--- config.mk ---
export PLATFORM = sky130hd
export DESIGN_NAME = execute_stage_pipelined
export DESIGN_NICKNAME = d
export VERILOG_FILES = /design/src/rtl/execute_stage_pipelined.sv
export SDC_FILE = /design/constraint.sdc
export NUM_CORES = 2
export LEC_CHECK = 0
export ABC_CLOCK_PERIOD_IN_PS = 15800
export BUFFER_PORTS_ARGS = -buffer_cell sky130_fd_sc_hd__buf_2
export CORE_ASPECT_RATIO = 1.1
export CORE_MARGIN = 5
export CORE_UTILIZATION = 25
export DETAILED_ROUTE_END_ITERATION = 8
export SYNTH_ARGS = -nofsm -noshare
export SYNTH_HDL_FRONTEND = slang
export SYNTH_SLANG_ARGS = --single-unit
--- constraint.sdc ---
create_clock -name clk -period 15.8 [get_ports clk]
set_input_delay 3.95 -clock clk [delete_from_list [all_inputs] [get_ports clk]]
set_output_delay 3.95 -clock clk [all_outputs]
set_load 0.005 [all_outputs]
--- src/rtl/execute_stage_pipelined.sv ---
// Registered RISC-V EX stage: operand forwarding, ALU decode, branch-target
// adder, optional iterative M-extension unit, and an EX/MEM output register
// behind a valid/ready handshake.
module execute_stage_pipelined #(
  parameter int WIDTH     = 32,
  parameter bit ENABLE_MD = 1'b1
) (
  input  logic             clk,
  input  logic             rst,
  input  logic             in_valid,
  output logic             in_ready,
  input  logic             flush,
  input  logic [1:0]       alu_op,
  input  logic             alu_src,
  input  logic             funct7_5,
  input  logic             funct7_0,
  input  logic [2:0]       funct3,
  input  logic [WIDTH-1:0] rd1,
  input  logic [WIDTH-1:0] rd2,
  input  logic [WIDTH-1:0] imm,
  input  logic [WIDTH-1:0] pc,
  input  logic [1:0]       fwd_a_sel,
  input  logic [1:0]       fwd_b_sel,
  input  logic [WIDTH-1:0] fwd_mem,
  input  logic [WIDTH-1:0] fwd_wb,
  output logic             out_valid,
  input  logic             out_ready,
  output logic [WIDTH-1:0] alu_out,
  output logic [WIDTH-1:0] store_data,
  output logic [WIDTH-1:0] branch_target,
  output logic             zero,
  output logic             busy
);

  localparam int SW = $clog2(WIDTH);

  typedef enum logic [1:0] {MD_IDLE, MD_RUN, MD_DONE} md_state_t;

  md_state_t          state, state_next;
  logic [SW-1:0]      count;
  logic [2:0]         md_f3;
  logic               md_neg, md_div0;
  logic [WIDTH-1:0]   md_a, md_b, acc_lo, md_store, md_target;
  logic [WIDTH:0]     acc_hi;

  logic [WIDTH-1:0]   op_a, b_reg, op_b, alu_res, md_res;
  logic [SW-1:0]      shamt;
  logic               md_op, fire, alu_load, md_start, md_load;
  logic               signed_a, signed_b, neg_a, neg_b;
  logic [WIDTH-1:0]   mag_a, mag_b;
  logic [WIDTH:0]     mul_sum, div_shift;
  logic [WIDTH+1:0]   div_diff;
  logic [2*WIDTH-1:0] product, product_s;
  logic [WIDTH-1:0]   quo_s, rem_s;

  // Forwarding muxes and B-operand select.
  always_comb begin
    // NOTE: every always_comb output gets a default first so no path can infer a latch.
    op_a  = rd1;
    b_reg = rd2;
    case (fwd_a_sel)
      2'b01:   op_a = fwd_mem;
      2'b10:   op_a = fwd_wb;
      default: op_a = rd1;
    endcase
    case (fwd_b_sel)
      2'b01:   b_reg = fwd_mem;
      2'b10:   b_reg = fwd_wb;
      default: b_reg = rd2;
    endcase
    op_b  = alu_src ? imm : b_reg;
    shamt = op_b[SW-1:0];
  end

  // Single-cycle ALU decode; funct7_5 means sub only for R-type, sra for both.
  always_comb begin
    alu_res = '0;
    case (alu_op)
      2'b00: alu_res = op_a + op_b;
      2'b01: alu_res = op_a - op_b;
      default: begin
        case (funct3)
          3'b000:  alu_res = (alu_op == 2'b10 && funct7_5) ? op_a - op_b : op_a + op_b;
          3'b001:  alu_res = op_a << shamt;
          3'b010:  alu_res = {{(WIDTH-1){1'b0}}, $signed(op_a) < $signed(op_b)};
          3'b011:  alu_res = {{(WIDTH-1){1'b0}}, op_a < op_b};
          3'b100:  alu_res = op_a ^ op_b;
          3'b101:  alu_res = funct7_5 ? $unsigned($signed(op_a) >>> shamt) : op_a >> shamt;
          3'b110:  alu_res = op_a | op_b;
          default: alu_res = op_a & op_b;
        endcase
      end
    endcase
  end

  // Handshake: the stage refuses work while the MD unit owns it or the output is stuck.
  always_comb begin
    md_op    = ENABLE_MD && (alu_op == 2'b10) && funct7_0;
    busy     = (state != MD_IDLE);
    in_ready = ~busy & (~out_valid | out_ready);
    fire     = in_valid & in_ready & ~flush;
    alu_load = fire & ~md_op;
    md_start = fire & md_op;
    md_load  = (state == MD_DONE) & ~flush & (~out_valid | out_ready);
  end

  // Operand magnitudes and result sign captured when an MD op fires.
  always_comb begin
    signed_a = (funct3 == 3'b001) || (funct3 == 3'b010) || (funct3 == 3'b100) || (funct3 == 3'b110);
    signed_b = (funct3 == 3'b001) || (funct3 == 3'b100) || (funct3 == 3'b110);
    neg_a    = signed_a & op_a[WIDTH-1];
    neg_b    = signed_b & op_b[WIDTH-1];
    mag_a    = neg_a ? -op_a : op_a;
    mag_b    = neg_b ? -op_b : op_b;
  end

  // One shift-add (multiply) or restoring shift-subtract (divide) step.
  always_comb begin
    mul_sum   = acc_hi + (acc_lo[0] ? {1'b0, md_b} : '0);
    div_shift = {acc_hi[WIDTH-1:0], acc_lo[WIDTH-1]};
    div_diff  = {1'b0, div_shift} - {2'b00, md_b};
  end

  // Sign correction and divide-by-zero override applied in DONE.
  always_comb begin
    product   = {acc_hi[WIDTH-1:0], acc_lo};
    product_s = md_neg ? -product : product;
    quo_s     = md_neg ? -acc_lo : acc_lo;
    rem_s     = md_neg ? -acc_hi[WIDTH-1:0] : acc_hi[WIDTH-1:0];
    md_res    = '0;
    if (!md_f3[2])
      md_res = (md_f3[1:0] == 2'b00) ? product_s[WIDTH-1:0] : product_s[2*WIDTH-1:WIDTH];
    else if (md_div0)
      md_res = md_f3[1] ? md_a : '1;
    else
      md_res = md_f3[1] ? rem_s : quo_s;
  end

  // MD FSM next state: flush aborts RUN/DONE; DONE waits for room in the output register.
  always_comb begin
    state_next = state;
    case (state)
      MD_IDLE: if (md_start) state_next = MD_RUN;
      MD_RUN:  if (flush) state_next = MD_IDLE;
               else if (count == SW'(WIDTH - 1)) state_next = MD_DONE;
      MD_DONE: if (flush || md_load) state_next = MD_IDLE;
      default: state_next = MD_IDLE;
    endcase
  end

  // MD state register, iteration counter and working registers.
  always_ff @(posedge clk or posedge rst) begin
    // NOTE: sequential state uses non-blocking assignments so every flop samples pre-edge values.
    if (rst) begin
      state     <= MD_IDLE;
      count     <= '0;
      md_f3     <= '0;
      md_neg    <= 1'b0;
      md_div0   <= 1'b0;
      md_a      <= '0;
      md_b      <= '0;
      acc_hi    <= '0;
      acc_lo    <= '0;
      md_store  <= '0;
      md_target <= '0;
    end else begin
      state <= state_next;
      if (md_start) begin
        count     <= '0;
        md_f3     <= funct3;
        md_neg    <= (funct3[2] & funct3[1]) ? neg_a : (neg_a ^ neg_b);
        md_div0   <= (op_b == '0);
        md_a      <= op_a;
        md_b      <= mag_b;
        acc_hi    <= '0;
        acc_lo    <= mag_a;
        md_store  <= b_reg;
        md_target <= pc + {imm[WIDTH-2:0], 1'b0};
      end else if (state == MD_RUN) begin
        count <= count + 1'b1;
        if (md_f3[2]) begin
          if (!div_diff[WIDTH+1]) begin
            acc_hi <= div_diff[WIDTH:0];
            acc_lo <= {acc_lo[WIDTH-2:0], 1'b1};
          end else begin
            acc_hi <= div_shift;
            acc_lo <= {acc_lo[WIDTH-2:0], 1'b0};
          end
        end else begin
          acc_hi <= {1'b0, mul_sum[WIDTH:1]};
          acc_lo <= {mul_sum[0], acc_lo[WIDTH-1:1]};
        end
      end
    end
  end

  // EX/MEM output register: load on ALU fire or MD DONE, hold while stalled, drain otherwise.
  always_ff @(posedge clk or posedge rst) begin
    if (rst) begin
      out_valid     <= 1'b0;
      alu_out       <= '0;
      store_data    <= '0;
      branch_target <= '0;
      zero          <= 1'b0;
    end else if (alu_load) begin
      out_valid     <= 1'b1;
      alu_out       <= alu_res;
      store_data    <= b_reg;
      branch_target <= pc + {imm[WIDTH-2:0], 1'b0};
      zero          <= (alu_res == '0);
    end else if (md_load) begin
      out_valid     <= 1'b1;
      alu_out       <= md_res;
      store_data    <= md_store;
      branch_target <= md_target;
      zero          <= (md_res == '0);
    end else if (out_ready) begin
      out_valid     <= 1'b0;
    end
  end

endmodule

After elaboration in Yosys (flattened, before gate mapping)
Index checks and enable logic that the tools add are counted.

Register bits after elaboration: 303. Input port bits: 209. Output and inout bits: 100. Word-level logic and storage cells: 134.

Add/subtract/negate cells: 11. Magnitude comparators: 2. Eq/ne operators: 18. Shifts and indexed selects: 3. Mux-type cells: 45. Bitwise gates (word level): 19. Reductions and logical operators: 20.

Operators by type and width (number): 2-to-1 mux 32 bit (22); case mux 32 bit (7 select lines) (1); case mux 32 bit (2 select lines) (3); 2-to-1 mux 33 bit (4); negation 32 bit (4); zero test 32 bit (3); adder 32 bit (2); < comparator 32 bit (2); 2-to-1 mux 64 bit (1); negation 64 bit (1); subtractor 33 x 32 -> 34 bit (1); adder 33 x 32 -> 33 bit (1); AND 32 bit (1); bitwise OR 32 bit (1); << shifter 32 x 5 -> 32 bit (1); right shift 32 x 5 -> 32 bit (1); >>> shifter 32 x 5 -> 32 bit (1); subtractor 32 bit (1); XOR 32 bit (1); AND 1 bit (10); 2-to-1 mux 5 bit (2); == test 3 bit, second input constant (3); == test 2 x 1 -> 1 bit, second input constant (4); == test 2 bit, second input constant (4); 20 further kinds (43).

Longest topological paths before layout
Word-level depth: 9. Mapped depth: 26. Gate-level depth less buffers: 21.

Least setup slack after synthesis
OpenSTA, ideal clock, no wires.

Path kind: input-to-reg. Start point: in fwd_b_sel[0]. End point: reg zero. Library setup time: 66 ps. Data arrival time: 9079 ps. Required time: 15734 ps. Slack: 6655 ps. Stages: 24. Buffers on the path: 6. Path through: inv_1 > ha_1 > or2_1 > o221ai_2 > buf_2 > buf_2 > buf_2 > buf_2 > buf_1 > ha_1 > clkbuf_1 > nor2_1 > a211o_1 > a2111oi_0 > or3_1 > o2111a_1 > o211ai_1 > a31oi_1 > o211ai_1 > or4b_1 > and3b_1 > and4_1 > nand4_1 > nand2_1.

Longest elaborated chain between the ends: 9. Elaborated cells on any way between the ends: 20. Classes of those cells: add/sub: 2; order compare: 2; eq/ne: 2; shift: 3; mux: 7; bitwise: 3; reduce/logical: 1.

RTL lines: start, declared (RTL line 23) `input logic [1:0] fwd_b_sel,`; == test 2 bit or == test 2 x 1 -> 1 bit (tied branches) (RTL line 66) `case (fwd_b_sel)`; case mux 32 bit (2 select lines) * (RTL line 66); 2-to-1 mux 32 bit * (RTL line 71) `op_b = alu_src ? imm : b_reg;`; adder 32 bit (tied with other cells) (RTL line 79, 83); 2-to-1 mux 32 bit, on equally long branches (RTL line 83, 88); case mux 32 bit (7 select lines) (RTL line 82) `case (funct3)`; case mux 32 bit (2 select lines) * (RTL line 78) `case (alu_op)`; zero test 32 bit * (RTL line 210) `zero <= (alu_res == '0);`; 2-to-1 mux 1 bit * (RTL line 205) `end else if (alu_load) begin`; end signal, assigned (RTL line 210); end signal, assigned (RTL line 216) `zero <= (md_res == '0);`; end, declared (RTL line 31) `output logic zero,`.

Mark *: on every way between the ends. The rest lies on a longest branch, timed or not. A chain may end at the register's enable or synchronous reset.

Worst setup path after layout
Ends and elaborated chain as after synthesis.

==> impl_results.md <==
- Status: finished, final reports clean
- Reg2Reg Depth: 14
- Avg Inst Size Synth: 7.508 um2
- Fmax: 0.09968 GHz
- Ys Warns: 0
- Met1 Use GR: 31.18%
- Most common cell after layout, fill and taps aside: nand2_1
- Reg2Reg Setup Slack: 9700 ps
- Area growth from synthesis to layout: 14.22%
- Arrival time at the worst endpoint: 10560 ps
- Final min period: 10030 ps
- Clock Sinks: 303
- Share of cells above drive strength 1: 12.86%
- CTS Hold Bufs: 0
- Synth top area cells: dfrtp_1 23%, ha_1 7.6%, o21ai_0 6.5%
- WL/cell: 27.45 um
- Worst-path maximum fanout: 67
- Buffers plus inverters on the worst setup path: 4
- Gpl congestion: 1.017
- Skew-Pair Late Insertion Delay: 590 ps
- Standard-cell rows: 139
- Post-route ant nets: 0
- Final Net Count: 4944
- Die width: 356.3 um
- Largest net degree at the start of global routing: 109
- Ys flop type: dfrtp_1
- Die area: 139300 um2
- Post-synthesis sequential area ratio: 22.99%
- Hold depth: 2
- Overall Global Routing Usage: 23.68%
- Grt met3 use: 4.590%
- WP data required: 16320 ps
- Maxcap violations: 0
- Starting Density: 25.21%
- Number of synthesized flops with an enable pin: 0
- Post-Syn Area: 32980 um2
- Worst-Margin Slew: 1296 ps
- DRC: 0
- Final Hold Fails: 0
- I/O pins: 309
- CTS tree: yes
- Vias per cell: 5.723
- Crit-path max cell delay: 990 ps
- Routed WL: 173.5 mm
- DR vias: 36.19k
- Largest family of logic cells by synthesized area: compound AO/OA/AOI/OAI gates
- Crit end category: register
- Root Buffer Master: clkbuf_16
- HP Class: reg2reg
- Slowest CP cell: o21ai_0
- TritonCTS Buffers: 38
- Post-Synth Simple-Gate Area: 18.34%
- Maximum VDD drop: 0.00009924 V
- Skew final: 29.93 ps
- Hpwl dp: 136.3 mm
- Family with the most delay on the worst path: compound AO/OA/AOI/OAI gates
- GR Overflow Total: 0
- H-tree lvl count: 2
- Post-Synthesis Net Count: 4807
- Post-Synth Adder-Cell Area: 7.930%
- Final setup viols: 0
- Met2 Track Usage GR: 37.67%
- Buffers on Ports: 308
- Critical path class: in2reg
- RSZ-0062 raised after global routing: no
- Min-delay src: branch_target[1]$_DFFE_PP0P_
- Longest Clk Path Bufs: 3
- Mapped Cells: 4392
- Resize count post-CTS: 0
- Mux cell area share after synthesis: 6.128%
- Crit share post-route: 63.50%
- Drt initial violations: 4297
- Initial antenna violation count: 15
- Async set-reset flop share out of synthesis: 100.0%
- Worst-path cell chain: buf_2 > inv_1 > ha_2 > buf_4 > a21oi_1 > o21ai_0 > inv_1 > ha_1 > a2111oi_2 > a2111oi_0 > or3_1 > o2111a_1 > o211ai_1 > a31oi_1 > o211ai_1 > or4b_1 > and3b_1 > and4_1 > nand4_1 > nand2_1
- Vias in the first global route: 34.36k
- Hold slack: 468.7 ps
- Setup_tns: 0 ps
- Synth Area in Compound Gates: 31.25%
- First-pass GRT wire length: 246.4 mm
- Core area: 130800 um2
- Commonest non-fill, non-tap cells in the layout: 555 x nand2_1, 426 x o21ai_0, 402 x nor2_1
- Distinct cells, synth: 98
- Number of synthesized register bits: 303
- Post-CTS Setup Inserts: 0
- Clock Pin Slew Worst Setup and Hold Paths: 70 ps
- Die height: 390.9 um
- Hold path endpoint: branch_target[1]$_DFFE_PP0P_
- PwrDens: 143.9 nW/um2
- Xor/xnor share of the synthesized area: 7.304%
- R2r startpoint: acc_lo[0]$_DFFE_PP0P_
- Worst slew margin: 12.67%
- LEAKAGE: 16.37 nW
- Reg2reg end: zero$_DFFE_PP0P_
- Cell accounting for the most synthesized area: dfrtp_1
- Fin. max-slew vios: 0
- DR pass1 iterations: 6
- Crit path launch type: input pin
- Area fraction of the dominant cell type after synthesis: 22.99%
- Most Crowded Layer GR: met2
layer usage:
| layer | wire length (um) | share of wire [%] | vias to the layer above |
|---|---|---|---|
| li1 | - | - | 16258 |
| met1 | 71780 | 41 | 17622 |
| met2 | 77300 | 45 | 1884 |
| met3 | 14960 | 8.6 | 417 |
| met4 | 9461 | 5.5 | 6 |
| met5 | 41 | 0.024 | - |
stage by stage:
stage / std cells / worst slack (ps) / total power (W) / util (%) / area (um2)
after floorplan: 4392 / 3476 / 0.003375 / - / 32980
after global placement: 6251 / 5410 / 0.004399 / 27.82 / 36390
after detailed placement: 6251 / 5379 / 0.004417 / 27.82 / 36390
after CTS: 6320 / 5971 / 0.005360 / 28.79 / 37660
after global routing: 6320 / 5562 / 0.005741 / 28.79 / 37660
final: 6323 / 5768 / 0.005421 / 28.80 / 37670
how the worst max path moves through the flow:
| stage | from | endpoint | slack [ps] | depth (start not counted) |
|---|---|---|---|---|
| after global routing | fwd_b_sel[0] | zero$_DFFE_PP0P_ | 5560 | 24 |
| final | fwd_b_sel[0] | zero$_DFFE_PP0P_ | 5770 | 20 |
| after floorplan | rst | acc_hi[0]$_DFFE_PP0P_ | 3480 | 1 |
| after global placement | fwd_b_sel[0] | zero$_DFFE_PP0P_ | 5410 | 24 |
| after detailed placement | fwd_b_sel[0] | zero$_DFFE_PP0P_ | 5380 | 24 |
| after CTS | fwd_b_sel[0] | zero$_DFFE_PP0P_ | 5970 | 24 |
cell type report:
cell class,instances,area [um2]
fill,14472,93120
multi-input combinational,3576,23470
sequential,303,7586
timing repair buffer,426,2427
tap,1762,2205
clock buffer,52,1085
inverter,184,698.2
clock inverter,17,187.7
antenna,3,7.507
where the power goes:
part | total (W) | switching [W] | leakage, nW | internal [W]
Sequential | 0.00136 | 0.000358 | 3.86 | 0.00101
Clock | 0.000920 | 0.000385 | 0.629 | 0.000535
Combinational | 0.00314 | 0.00194 | 11.9 | 0.00120
Total | 0.00542 | 0.00268 | 16.4 | 0.00274
Yosys cell counts, drive strengths merged, types with 71 or more instances:
cell,instances
a21oi,266
a22oi,145
buf,79
clkbuf,250
dfrtp,303
ha,201
inv,179
mux2i,185
nand2,555
nor2,407
o211ai,71
o21ai,436
xnor2,190
xor2,85
state kept, by name (all words and copies together), names as in the netlist:
name           flops
alu_out           32
md_f3              3
md_b              32
md_a              32
count              5
store_data        32
md_target         32
out_valid          1
state              2
md_store          32
md_div0            1
branch_target     32
md_neg             1
acc_hi            33
acc_lo            32
zero               1
cell families after synthesis:
family          after synthesis
buf+inv                     513
simple gates               1346
xor+xnor                    275
flops                       303
fa+ha+maj                   206
mux                         200
compound gates             1549
tightest hold or removal path, cell delays in order (launching register included):
cell	delay (ps)
dfrtp_1	330
nand2_1	50
nand2_1	50
Power figures use the tool's default switching activity.
